$ cat src/rtl/bcd_digit_sequencer_pkg.sv
// rtl/bcd_digit_sequencer_pkg.sv - shared types and constants for the BCD digit sequencer
package bcd_digit_sequencer_pkg;

  localparam int NDIG        = 5;
  localparam int DIG_W       = 4;
  localparam int DATA_W      = 16;
  localparam int BCD_W       = NDIG * DIG_W;
  localparam int TIMEOUT_DEF = 8192;

  localparam logic [DIG_W-1:0] BCD_MAX = 4'd9;

  typedef enum logic [2:0] {
    IDLE,
    ISSUE,
    WAIT,
    STORE,
    FIN
  } state_t;

endpackage

$ cat src/rtl/bcd_digit_sequencer_watchdog.sv
// rtl/bcd_digit_sequencer_watchdog.sv - saturating cycle counter with clear and expire
module bcd_watchdog #(
  parameter int LIMIT = 8192,
  parameter int W     = $clog2(LIMIT)
) (
  input  logic         clk,
  input  logic         rst,
  input  logic         clr,
  input  logic         en,
  output logic [W-1:0] count,
  output logic         expire
);

  localparam logic [W-1:0] LAST = W'(LIMIT - 1);

  // count enabled cycles since the last clear, holding at LAST instead of wrapping
  always_ff @(posedge clk) begin
    if (rst || clr) begin
      count <= '0;
    end else if (en && (count != LAST)) begin
      count <= count + 1'b1;
    end
  end

  assign expire = (count == LAST);

endmodule

$ cat src/rtl/bcd_digit_sequencer.sv
// rtl/bcd_digit_sequencer.sv - drives a divide-by-10 unit once per digit to build packed BCD
module bcd_digit_sequencer
  import bcd_digit_sequencer_pkg::*;
#(
  parameter int TIMEOUT = TIMEOUT_DEF
) (
  input  logic              clk,
  input  logic              rst,
  input  logic              start,
  input  logic [DATA_W-1:0] bin_in,
  output logic              div_start,
  output logic [DATA_W-1:0] div_data,
  input  logic              div_done,
  input  logic [DATA_W-1:0] div_quot,
  input  logic [DIG_W-1:0]  div_rem,
  output logic              busy,
  output logic              done,
  output logic [BCD_W-1:0]  bcd,
  output logic [2:0]        ndigits,
  output logic              err
);

  localparam int WD_W = $clog2(TIMEOUT);

  state_t            state;
  state_t            state_nxt;
  logic [DATA_W-1:0] cur;
  logic [2:0]        idx;
  logic [WD_W-1:0]   wd_count;
  logic              wd_expire;
  logic              first_wait;
  logic              rem_bad;
  logic              quot_zero;
  logic              last_dig;

  bcd_watchdog #(
    .LIMIT (TIMEOUT),
    .W     (WD_W)
  ) u_watchdog (
    .clk    (clk),
    .rst    (rst),
    .clr    (state == ISSUE),
    .en     (state == WAIT),
    .count  (wd_count),
    .expire (wd_expire)
  );

  // the watchdog is cleared in ISSUE, so a zero count marks the divider's deassert window
  assign first_wait = (wd_count == '0);
  assign rem_bad    = (div_rem > BCD_MAX);
  assign quot_zero  = (div_quot == '0);
  assign last_dig   = (idx == 3'(NDIG - 1));
  assign div_data   = cur;

  // state register
  always_ff @(posedge clk) begin
    if (rst) begin
      state <= IDLE;
    end else begin
      state <= state_nxt;
    end
  end

  // next-state selection
  always_comb begin
    state_nxt = state;
    case (state)
      IDLE:    if (start) state_nxt = ISSUE;
      ISSUE:   state_nxt = WAIT;
      WAIT: begin
        if (!first_wait && div_done) begin
          state_nxt = STORE;
        end else if (wd_expire) begin
          state_nxt = FIN;
        end
      end
      STORE:   state_nxt = (rem_bad || quot_zero || last_dig) ? FIN : ISSUE;
      FIN:     state_nxt = IDLE;
      default: state_nxt = IDLE;
    endcase
  end

  // state-decoded handshake outputs
  always_comb begin
    div_start = (state == ISSUE);
    busy      = (state != IDLE);
  end

  // operand, digit collection and registered result/status
  always_ff @(posedge clk) begin
    if (rst) begin
      cur     <= '0;
      idx     <= '0;
      bcd     <= '0;
      ndigits <= '0;
      err     <= 1'b0;
      done    <= 1'b0;
    end else begin
      done <= (state_nxt == FIN);
      case (state)
        IDLE: begin
          if (start) begin
            cur     <= bin_in;
            idx     <= '0;
            bcd     <= '0;
            ndigits <= '0;
            err     <= 1'b0;
          end
        end
        WAIT: begin
          if (state_nxt == FIN) err <= 1'b1;
        end
        STORE: begin
          if (rem_bad) begin
            err <= 1'b1;
          end else begin
            for (int i = 0; i < NDIG; i++) begin
              if (idx == 3'(i)) bcd[i*DIG_W +: DIG_W] <= div_rem;
            end
            idx     <= idx + 3'd1;
            ndigits <= idx + 3'd1;
            cur     <= div_quot;
            // a fifth digit with quotient left over means the value did not fit
            if (last_dig && !quot_zero) err <= 1'b1;
          end
        end
        default: ;
      endcase
    end
  end

endmodule

$ cat config.mk
export PLATFORM = sky130hd
export DESIGN_NAME = bcd_digit_sequencer
export DESIGN_NICKNAME = d
export VERILOG_FILES = /design/src/rtl/bcd_digit_sequencer_pkg.sv /design/src/rtl/bcd_digit_sequencer_watchdog.sv /design/src/rtl/bcd_digit_sequencer.sv
export SDC_FILE = /design/constraint.sdc
export NUM_CORES = 1
export LEC_CHECK = 0
export ABC_CLOCK_PERIOD_IN_PS = 1900
export BUFFER_PORTS_ARGS = -buffer_cell sky130_fd_sc_hd__buf_2
export CAP_MARGIN = 10
export CORE_AREA = 3 3 81 83
export DETAILED_ROUTE_END_ITERATION = 6
export DIE_AREA = 0 0 84 86
export MAX_ROUTING_LAYER = met4
export PLACE_DENSITY_LB_ADDON = 0.2
export SLEW_MARGIN = 20
export SYNTH_ARGS = -nofsm -noshare
export SYNTH_HDL_FRONTEND = slang
export SYNTH_SLANG_ARGS = --single-unit
$ cat constraint.sdc
create_clock -name clk -period 1.9 [get_ports clk]
set_input_delay 0.095 -clock clk [delete_from_list [all_inputs] [get_ports clk]]
set_output_delay 0.095 -clock clk [all_outputs]
set_load 0.01 [all_outputs]
# [Word-level counts from Yosys, hierarchy flattened]
# Index checks and enable logic that the tools add are counted.
[totals] register_bits=57 input_bits=40 out_inout_bits=43 wordCells=79
[classes] add_sub_neg=2 order_cmp=1 n_eq_ne=19 mux=24 reduce_logical=22
[op_table] cell="$mux W20" count=2
[op_table] cell="$pmux W20 S2" count=1
[op_table] cell="$mux W16" count=2
[op_table] cell="$pmux W16 S2" count=1
[op_table] cell="$reduce_and A4 Y1" count=6
[op_table] cell="$mux W4" count=5
[op_table] cell="$mux W3" count=6
[op_table] cell="$logic_not A16 Y1" count=1
[op_table] cell="$ne A2 B2 Y1 const B" count=8
[op_table] cell="$add A13 B1 Y13 const B" count=1
[op_table] cell="$eq A13 B13 Y1 const B" count=1
[op_table] cell="$logic_not A13 Y1" count=1
[op_table] cell="$ne A13 B13 Y1 const B" count=1
[op_table] cell="$eq A3 B2 Y1 const B" count=4
[op_table] cell="$pmux W3 S4" count=1
[op_table] cell="$eq A3 B1 Y1 const B" count=2
[op_table] cell="$eq A3 B3 Y1 const B" count=2
[op_table] cell="$logic_not A3 Y1" count=2
[op_table] cell="$pmux W3 S2" count=1
[op_table] cell="$reduce_bool A3 Y1" count=2
[op_table] cell="$gt A4 B4 Y1 const B" count=1
[op_table] cell="$mux W1" count=4
[op_table] cell="$add A3 B1 Y3 const B" count=1
[op_table] cell="$logic_and A1 B1 Y1" count=3
[op_table] cell="6 further kinds" count=9

# [Logic depth before layout (Yosys ltp)]
[depth] word_depth=8 mapped_depth=7

# [Cells and area by module]
# A second synthesis with hierarchy kept.
[hier_totals] hier_cells=320 area_unflattened_um2=2803.9
[modules_own_cells] mod="bcd_digit_sequencer" n_inst=1 cells_each=244 area_per_inst_um2=2159.6 seq_area_each_um2=880.8
[modules_own_cells] mod="bcd_watchdog" n_inst=1 cells_each=76 area_per_inst_um2=644.4 seq_area_each_um2=260.2

# [Worst setup path before layout]
# No wires, ideal clock.
[synth_path] path_type="flip-flop to flip-flop" start="reg u_watchdog.count[0]" end="reg err" setup_time_ns=0.114 t_arrival_ns=1.849 required_time_ns=1.786 path_slack_ns=-0.063 stages_incl_launch_ff=7 n_path_buf=0 synth_period_minus_slack_ns=1.963 path_cell_list="dfxtp_1 > inv_1 > ha_1 > or4b_2 > o31ai_2 > a311oi_1 > a2111oi_0"
[synth_via] elab_chain_len=8 word_cells_on_any_way=10 classes_between="3 x eq/ne; 3 x mux; 4 x reduce/logical"
[synth_lines] element="start, declared" line_no="bcd_digit_sequencer_watchdog.sv:10" text="output logic [W-1:0] count,"
[synth_lines] element="start signal, assigned" line_no="bcd_digit_sequencer_watchdog.sv:21" text="count <= count + 1'b1;"
[synth_lines] element="$logic_not A13 Y1" line_no="bcd_digit_sequencer.sv:49" text="assign first_wait = (wd_count == '0);"
[synth_lines] element="$logic_not A1 Y1" line_no="bcd_digit_sequencer.sv:71" text="if (!first_wait && div_done) begin"
[synth_lines] element="$logic_and A1 B1 Y1" line_no="bcd_digit_sequencer.sv:71"
[synth_lines] element="$mux W3 *" line_no="bcd_digit_sequencer.sv:71"
[synth_lines] element="$pmux W3 S4 *" line_no="bcd_digit_sequencer.sv:67" text="case (state)"
[synth_lines] element="$eq A3 B3 Y1 *" line_no="bcd_digit_sequencer.sv:111" text="if (state_nxt == FIN) err <= 1'b1;"
[synth_lines] element="$ne A2 B2 Y1 (no source line) *"
[synth_lines] element="$reduce_and A4 Y1 (no source line) *"
[synth_lines] element="end signal, assigned" line_no="bcd_digit_sequencer.sv:107" text="err <= 1'b0;"
[synth_lines] element="end signal, assigned" line_no="bcd_digit_sequencer.sv:111"
[synth_lines] element="end signal, assigned" line_no="bcd_digit_sequencer.sv:115" text="err <= 1'b1;"
[synth_lines] element="end, declared" line_no="bcd_digit_sequencer.sv:20" text="output logic err"
# Mark *: on every way between the ends. The rest lies on a longest branch, timed or not.
# A chain may end at the register's enable or synchronous reset.

# [Worst setup path after layout]
[layout_path] start="reg state[2]" end="reg u_watchdog.count[9]"
[layout_via] elab_chain_len=2 word_cells_on_any_way=4 classes_between="2 x eq/ne; 2 x reduce/logical"
[layout_lines] element="start, declared" line_no="bcd_digit_sequencer.sv:25" text="state_t state;"
[layout_lines] element="start signal, assigned" line_no="bcd_digit_sequencer.sv:60" text="state <= state_nxt;"
[layout_lines] element="$eq A3 B2 Y1 / $eq A3 B1 Y1 (equally long branches)" line_no="bcd_digit_sequencer.sv:43, bcd_digit_sequencer.sv:42"
[layout_lines] element="$logic_and A1 B1 Y1 / $logic_or A1 B1 Y1 (equally long branches)" line_no="bcd_digit_sequencer_watchdog.sv:20, bcd_digit_sequencer_watchdog.sv:18"
# Several ways; a longest one is shown, not always the timed one.

==> reports/summary.json <==
{
  "power_per_unit_of_standard_cell_area": {"value": 828.5, "unit": "nW/um^2"},
  "worst_r2r_path_depth": {"value": 4},
  "viasPerCell": {"value": 5.516},
  "avg_synthesized_cell_area": {"value": 8.065, "unit": "sq um"},
  "cts_tree": {"value": "built"},
  "drcViolationCount": {"value": 0},
  "drt_first_iter_violations": {"value": 167},
  "drt_pass1_iterations": {"value": 4},
  "setup_viol": {"value": 0},
  "fmax": {"value": 542.9, "unit": "MHz"},
  "postSynth.asyncResetShare": {"value": 0, "unit": "%"},
  "cap_violations": {"value": 0},
  "finalCriticalPeriod": {"value": 1842, "unit": "ps"},
  "post-dp-hpwl": {"value": 5175, "unit": "microns"},
  "postRouteWirelength": {"value": 7252, "unit": "microns"},
  "die_ar": {"value": 7224, "unit": "sq um"},
  "synth_seq_cells": {"value": 57},
  "postSynthNetCount": {"value": 379},
  "hp-class": {"value": "in2reg"},
  "areaGrowthSynthToFinish": {"value": 33.13, "unit": "%"},
  "pin_count_of_the_biggest_net_entering_global_routing": {"value": 50},
  "place_ws": {"value": -18.92, "unit": "ps"},
  "ys_warn_count": {"value": 0},
  "clock_tree_buf_depth": {"value": 2},
  "worst_setup_path_start_kind": {"value": "register"},
  "crit_path_end_kind": {"value": "register"},
  "syn-instance-count": {"value": 332},
  "num-fill-cells": {"value": 535},
  "fraction_of_layout_cells_with_a_size_suffix_above_1": {"value": 30.72, "unit": "%"},
  "worst_ep_required_time": {"value": 2160, "unit": "ps"},
  "share_of_the_clock_period_used_by_the_worst_path": {"value": 96.94, "unit": "%"},
  "antenna_violations_before_repair": {"value": 0},
  "design_power_total": {"value": 2953, "unit": "uW"},
  "cts.repair_timing.setup_buffer_count": {"value": 0},
  "remaining_max_slew_budget_at_the_tightest_pin": {"value": 63.10, "unit": "%"},
  "chip_width": {"value": 84, "unit": "microns"},
  "holdWs": {"value": 26.92, "unit": "ps"},
  "grt-ovfl-total": {"value": 0},
  "cts.clk_slew.worst_paths": {"value": 70, "unit": "ps"},
  "peakVddDrop": {"value": 0.0005175, "unit": "V"},
  "antenna_left": {"value": 0},
  "finalMaxSlewViolations": {"value": 0},
  "core_region_area": {"value": 5921, "unit": "sq um"},
  "worstPathMaxFanout": {"value": 7},
  "power.leakage": {"value": 0.001503, "unit": "uW"},
  "clock_tree.root_cell": {"value": "sky130_fd_sc_hd__clkbuf_8"},
  "outcome": {"value": "finished clean"},
  "netlist-cell-type-count": {"value": 39},
  "cpPeakStageDelay": {"value": 480, "unit": "ps"},
  "ys.flop_type": {"value": "sky130_fd_sc_hd__dfxtp_1"},
  "synth-edff-count": {"value": 0},
  "num_antenna_cells": {"value": 0},
  "grt_pass1_vias": {"value": 2605},
  "critical_path_s_slowest_cell": {"value": "sky130_fd_sc_hd__or4_1"},
  "grt_pass1_wl": {"value": 12030, "unit": "microns"},
  "gp_congestion": {"value": 0.7828},
  "row_count": {"value": 28},
  "rsz0062_at_grt": {"value": "false"},
  "vertical_extent_of_the_die": {"value": 86, "unit": "microns"},
  "timing.critical_path.cells": {"value": "or3b_4, or3_4, or4_1, a21oi_1"},
  "cts.htree.levels": {"value": 3},
  "timing_hold_violations_final": {"value": 0},
  "detail_route.wl_per_cell": {"value": 14.28, "unit": "microns"},
  "fin_ws": {"value": 58.15, "unit": "ps"},
  "route.vias.total": {"value": 2802},
  "criticalPathCategory": {"value": "reg2reg"},
  "worst-slew-pin-transition": {"value": 551.8, "unit": "ps"},
  "worst-endpoint-arrival": {"value": 2100, "unit": "ps"},
  "skew": {"value": 9.313, "unit": "ps"},
  "io_buffer_count": {"value": 82},
  "hold_path_depth": {"value": 3},
  "fin_nets": {"value": 476},
  "insertion_delay": {"value": 330, "unit": "ps"},
  "holdBufCountCts": {"value": 0},
  "clkSinkCount": {"value": 57},
  "floorplan.initialDensity": {"value": 45.22, "unit": "%"},
  "globalRouteTotalUtil": {"value": 20.77, "unit": "%"},
  "synth_sequential_area_ratio": {"value": 42.62, "unit": "%"},
  "cts_buffers": {"value": 9},
  "floorplan.io_pins": {"value": 83},
  "netlist_area": {"value": 2678, "unit": "sq um"}
}
cell usage after synthesis (3+ instances only):
cell type | number | share of area [%]
sky130_fd_sc_hd__dfxtp_1 | 57 | 43
sky130_fd_sc_hd__nand2_1 | 42 | 5.9
sky130_fd_sc_hd__a21oi_1 | 38 | 7.1
sky130_fd_sc_hd__o21ai_0 | 25 | 4.7
sky130_fd_sc_hd__nor2_1 | 23 | 3.2
sky130_fd_sc_hd__clkbuf_1 | 22 | 3.1
sky130_fd_sc_hd__nand4_1 | 22 | 5.1
sky130_fd_sc_hd__a311oi_1 | 17 | 5.6
sky130_fd_sc_hd__inv_1 | 10 | 1.4
sky130_fd_sc_hd__nand3_1 | 10 | 1.9
sky130_fd_sc_hd__or4_1 | 9 | 2.5
sky130_fd_sc_hd__ha_1 | 7 | 3.3
sky130_fd_sc_hd__o31ai_1 | 7 | 2.0
sky130_fd_sc_hd__or3_1 | 5 | 1.2
sky130_fd_sc_hd__and4_1 | 4 | 1.3
sky130_fd_sc_hd__nor4_1 | 4 | 0.93
sky130_fd_sc_hd__and2_1 | 3 | 0.70
sky130_fd_sc_hd__nor2b_1 | 3 | 0.70
sequential cells by signal, indices dropped and copies added (netlist names):
signal	flops
bcd	20
div_data	16
u_watchdog.count	13
idx	3
state	3
done	1
err	1
worst paths after layout:
kind	from	end	slack [ps]
worst max register to register	state[2]	u_watchdog.count[9]	60
worst min register to register	bcd[11]	bcd[11]	470
worst max-delay path	state[2]	u_watchdog.count[9]	60
worst min-delay path	bin_in[3]	div_data[3]	30
area by class of cell:
type | instances | area (sq um) | share of cell area [%]
Clock inverter | 2 | 60.06 | 1.685
Timing Repair Buffer | 110 | 633.1 | 17.76
Tap cell | 75 | 93.84 | 2.633
Sequential cell | 57 | 1144 | 32.08
Multi-Input combinational cell | 241 | 1428 | 40.05
Clock buffer | 13 | 168.9 | 4.739
Inverter | 10 | 37.54 | 1.053
stage by stage:
| stage | cells | setup TNS [ps] | utilization [%] | area (sq um) |
|---|---|---|---|---|
| final | 508 | 0 | 60.21 | 3565 |
| after global routing | 508 | 0 | 60.21 | 3565 |
| after CTS | 508 | 0 | 60.14 | 3561 |
| after detailed placement | 493 | -33.29 | 56.13 | 3323 |
| after global placement | 493 | -10.78 | 56.13 | 3323 |
| after floorplan | 332 | 0 | - | 2688 |
report_power, final:
part	internal, uW	switching, uW
logic	164	225
registers	1240	24.6
clock network	840	456
what timing repair did:
item,4_1_cts,5_1_grt
gates resized for setup,2,3
pin swaps,2,1
endpoints found under the setup margin,3,11
cells by family after synthesis:
family                     count (synthesis)  synth area share, %
and+or+nand+nor                          136                26.68
buffers and inverters                     34                4.813
adders and majority gates                  7                3.271
DFF                                       57                42.62
AOI/OAI and AO/OA                         97                22.24
muxes                                      1               0.3738
worst max-delay path: cells and delay by family, from the launching register on:
family	cells	cell delay (ps)
and+or+nand+nor	3	1290
DFF	1	340
AOI/OAI and AO/OA	1	150
routing by layer:
metal  track usage, %  vias up  part of all wire, %
met1            27.01     1289                   46
li1                 -     1426                    -
met4            4.678        0                 0.65
met5                -        -                    0
met3            5.764        4                  6.3
met2            32.39       83                   48
layout by cell type, fill, tap and decap left out, types with 10 or more instances in the layout:
master and count:
sky130_fd_sc_hd__buf_2 82, sky130_fd_sc_hd__nand2_1 42, sky130_fd_sc_hd__dfxtp_1 55, sky130_fd_sc_hd__a311oi_1 17, sky130_fd_sc_hd__nand4_1 22, sky130_fd_sc_hd__nor2_1 23
sky130_fd_sc_hd__o21ai_0 25, sky130_fd_sc_hd__clkbuf_8 12, sky130_fd_sc_hd__nand3_1 10, sky130_fd_sc_hd__a21oi_1 38, sky130_fd_sc_hd__inv_1 10, sky130_fd_sc_hd__buf_4 27
Power figures use the tool's default switching activity.
